<file path="src/rtl/tiny_alu_seq.sv">
// tiny_alu_seq: bit-serial AND/OR/XOR sequencer, one result bit per clock, LSB first.
// Optional reserved-opcode flag output op_err is enabled by defining TINY_ALU_SEQ_OPERR_EN.
`default_nettype none

module tiny_alu_seq #(
  parameter int WIDTH = 8
) (
  input  logic             clk,
  input  logic             rst_n,
  input  logic             in_valid,
  output logic             in_ready,
  input  logic [WIDTH-1:0] in_a,
  input  logic [WIDTH-1:0] in_b,
  input  logic [1:0]       in_op,
  output logic             out_valid,
  input  logic             out_ready,
  output logic [WIDTH-1:0] out_y,
`ifdef TINY_ALU_SEQ_OPERR_EN
  output logic             op_err,
`endif
  output logic             busy
);

  localparam int CNT_W = $clog2(WIDTH);
  localparam logic [CNT_W-1:0] LAST = CNT_W'(WIDTH - 1);

  typedef enum logic [1:0] {
    IDLE = 2'd0,
    RUN  = 2'd1,
    DONE = 2'd2
  } state_t;

  state_t           state_q;
  state_t           state_d;
  logic [CNT_W-1:0] cnt_q;
  logic [WIDTH-1:0] a_q;
  logic [WIDTH-1:0] b_q;
  logic [1:0]       op_q;
  logic [WIDTH-1:0] y_q;
  logic             alu_bit;

  // The single shared 1-bit ALU; the reserved opcode produces 0.
  always_comb begin
    alu_bit = 1'b0;
    case (op_q)
      2'b00:   alu_bit = a_q[cnt_q] & b_q[cnt_q];
      2'b01:   alu_bit = a_q[cnt_q] | b_q[cnt_q];
      2'b10:   alu_bit = a_q[cnt_q] ^ b_q[cnt_q];
      default: alu_bit = 1'b0;
    endcase
  end

  always_comb begin
    state_d   = state_q;
    in_ready  = 1'b0;
    out_valid = 1'b0;
    busy      = 1'b0;
    case (state_q)
      IDLE: begin
        in_ready = 1'b1;
        if (in_valid) state_d = RUN;
      end
      RUN: begin
        busy = 1'b1;
        if (cnt_q == LAST) state_d = DONE;
      end
      DONE: begin
        busy      = 1'b1;
        out_valid = 1'b1;
        if (out_ready) state_d = IDLE;
      end
      default: state_d = IDLE;
    endcase
  end

  always_ff @(posedge clk) begin
    if (!rst_n) begin
      state_q <= IDLE;
      cnt_q   <= '0;
      a_q     <= '0;
      b_q     <= '0;
      op_q    <= '0;
      y_q     <= '0;
    end else begin
      state_q <= state_d;
      case (state_q)
        IDLE: begin
          if (in_valid) begin
            a_q   <= in_a;
            b_q   <= in_b;
            op_q  <= in_op;
            cnt_q <= '0;
          end
        end
        RUN: begin
          y_q[cnt_q] <= alu_bit;
          cnt_q      <= (cnt_q == LAST) ? '0 : cnt_q + CNT_W'(1);
        end
        default: ;
      endcase
    end
  end

  assign out_y = y_q;

`ifdef TINY_ALU_SEQ_OPERR_EN
  logic op_err_q;

  // Flag raised at capture of a reserved opcode, held until its result is taken.
  always_ff @(posedge clk) begin
    if (!rst_n) begin
      op_err_q <= 1'b0;
    end else if (state_q == IDLE && in_valid) begin
      op_err_q <= (in_op == 2'b11);
    end else if (state_q == DONE && out_ready) begin
      op_err_q <= 1'b0;
    end
  end

  assign op_err = op_err_q;
`endif

endmodule

`default_nettype wire

</file>
<file path="config.mk">
export PLATFORM = sky130hd
export DESIGN_NAME = tiny_alu_seq
export DESIGN_NICKNAME = d
export VERILOG_FILES = /design/src/rtl/tiny_alu_seq.sv
export SDC_FILE = /design/constraint.sdc
export NUM_CORES = 1
export LEC_CHECK = 0
export BUFFER_PORTS_ARGS = -buffer_cell sky130_fd_sc_hd__clkbuf_2
export CAP_MARGIN = 20
export CORE_MARGIN = 5
export CORE_UTILIZATION = 25
export CTS_CLUSTER_DIAMETER = 50
export DETAILED_ROUTE_END_ITERATION = 6
export GPL_ROUTABILITY_DRIVEN = 0
export HOLD_SLACK_MARGIN = 0.15
export PLACE_DENSITY = 0.49
export SKIP_LAST_GASP = 1
export SLEW_MARGIN = 15
export SYNTH_ARGS = -nofsm -noshare
export SYNTH_HDL_FRONTEND = slang
export SYNTH_SLANG_ARGS = --single-unit
</file>
<file path="constraint.sdc">
create_clock -name clk -period 2.9 [get_ports clk]
set_clock_uncertainty 0.2 [all_clocks]
set_input_delay 0.29 -clock clk [delete_from_list [all_inputs] [get_ports clk]]
set_output_delay 0.29 -clock clk [all_outputs]
set_load 0.1 [all_outputs]
</file>
==> results.toml <==
[synthesis]
synth.avg_cell_area_um2 = 8.66
synth.largest_area_cell = "dfxtp_1"
syn-num-nets = 210
yosysMostFrequentCell = "nand2_1"
synth_ff_type = "dfxtp_1"
synth_top_area_share = 0.398
syn-cell-area_um2 = 1560
synthCells = 180
synthArstFlopShare = 0
synth_seq_cells = 31
yosysUniqueCellTypes = 37
synth-seq-area-share = 0.398
yosysWarnings = 0
synth.top_cells.by_count = "nand2_1, dfxtp_1, a21oi_1"
synth-edff-count = 0
synth_area_leaders = "dfxtp_1, nand2_1, a21oi_1"

[final_layout]
num_antenna_cells = 0
fin_nets = 258
drive_above_1_share = 0.193
syn2layout_area_growth_pct = 29.9

[timing]
finalHoldViolCount = 0
setup_tns_ps = 0
fin_ws_ps = 262
fmax_ghz = 0.379
fin_crit_ps = 2640
timing.final.crit_share = 0.910
relSlewSlack = 0.519
setup_viol = 0
drv_slew = 0
rsz0062_at_grt = "false"
tightest_slew_ps = 720

[power]
ir_worst_vdd_mv = 0.215
power_density_nw_per_um2 = 535
leakagePower_nw = 0.815
power_w = 0.00108

[global_routing]
overflow = 0
grt_pass1_vias = 1342
antenna_found_initial = 0
grt_use_met1 = 0.141
grt_pass1_wl_um = 6350
use_met2 = 0.151
grt_use_total = 0.105
busiest_layer = "met2"
met3_usage = 0.0341
grt_max_degree = 23

[critical_path]
required_ps = 2870
setup.worst_path.start_class = "flop"
cp-end-kind = "flop"
critPathKind = "flop to flop"
worstPathArrival_ps = 2610
cp_max_fo = 14

[cts]
clock_sinks = 31
cts_tree = "done"
insertion_delay_ps = 280
cts_hold_buf = 19
postCtsSetupBuffers = 0
ctsResizeCount = 0
cts-buffers-inserted = 5
clk_pin_slew_ps = 60
clockBufferDepth = 2
root_buffer = "clkbuf_8"
htreeDepth = 2

[floorplanning]
ios = 33
fp.dieH_um = 89.0
die_area_um2 = 7920
row_count = 28
die_w_um = 89.0
core_area_um2 = 5990
start_util = 0.260

[detailed_routing]
wl_um = 3660
drcViolationCount = 0
vias = 1401
drt-initial-drc-count = 55
wl_per_cell_um = 12.1
ant_nets = 0
avgViaCountPerCell = 4.62
drt_pass1_iterations = 4

[place]
dp_hpwl_um = 2620
port-buffer-count = 32
dp_slack_ps = 248

[flow_run]
drv_cap = 0

[run_status]
status = "complete, no violations"

[worst_hold_path]
hold_class = "input pin to flop"
cell families after synthesis:
group / synth area share
multiplexers: 0.0449
flip-flops: 0.398
buffers and inverters: 0.0610
AND/OR/NAND/NOR: 0.188
adder cells (fa/ha/maj): 0.0642
AO/OA/AOI/OAI: 0.244
final timing paths:
kind	from	cells after the start	slack (ps)	endpoint
worst min register to register	a_q[0]	2	250	a_q[0]
worst max register to register	cnt_q[0]	7	260	out_y[4]
worst min-delay path	rst_n	2	170	out_y[2]
worst max-delay path	cnt_q[0]	7	260	out_y[4]
worst max-delay path: stages, from the launching register on:
cell      delay (ps)
dfxtp_1          660
mux2i_1          320
o21ai_2           80
a311oi_1         290
ha_1             280
mux2i_1          170
o22ai_2          170
o311a_1          350
registers in the layout (all words and copies together) (netlist names):
signal and flops:
state_q 2, out_y 8, b_q 8, cnt_q 3, a_q 8, op_q 2
area by class of cell:
type                    instances  area [um2]
fillers                       629        3970
multi-input cells             131         843
flip-flops and latches         31         621
repair buffers                 51         350
well taps                      75        93.8
clock buffers                   6        82.6
inverters                       8        30.0
clock inverters                 1        5.00
metrics by stage:
step	instance area [um2]	hold slack [ps]	util	cells
floorplan	1560	226	-	180
global placement	1750	242	0.292	277
detailed placement	1750	246	0.292	277
CTS	2030	169	0.338	303
global route	2030	179	0.338	303
finish	2030	172	0.338	303
power by group:
group / internal (W) / switching, W / total, W
sequential: 0.000455 / 0.0000235 / 0.000478
combinational: 0.0000911 / 0.000176 / 0.000267
clock: 0.000186 / 0.000153 / 0.000339
metal layers:
| layer | wire, um | vias to the layer above |
|---|---|---|
| met5 | 0 | - |
| met4 | 78 | 0 |
| met2 | 1560 | 29 |
| li1 | - | 735 |
| met1 | 1820 | 632 |
| met3 | 200 | 5 |
layout by cell type (no fill, tap or decap), types with 3 or more instances in the layout:
cell and n:
nand2_1 39, dfxtp_1 31, clkbuf_8 6, o21bai_1 8, dlygate4sd3_1 19, inv_1 8
mux2i_1 7, a21oi_1 23, clkbuf_2 32, nand2b_1 6, nor2b_1 3, nor2_1 3
ha_1 8, o311a_1 8
Note: power is estimated with default switching activity, not from simulation.
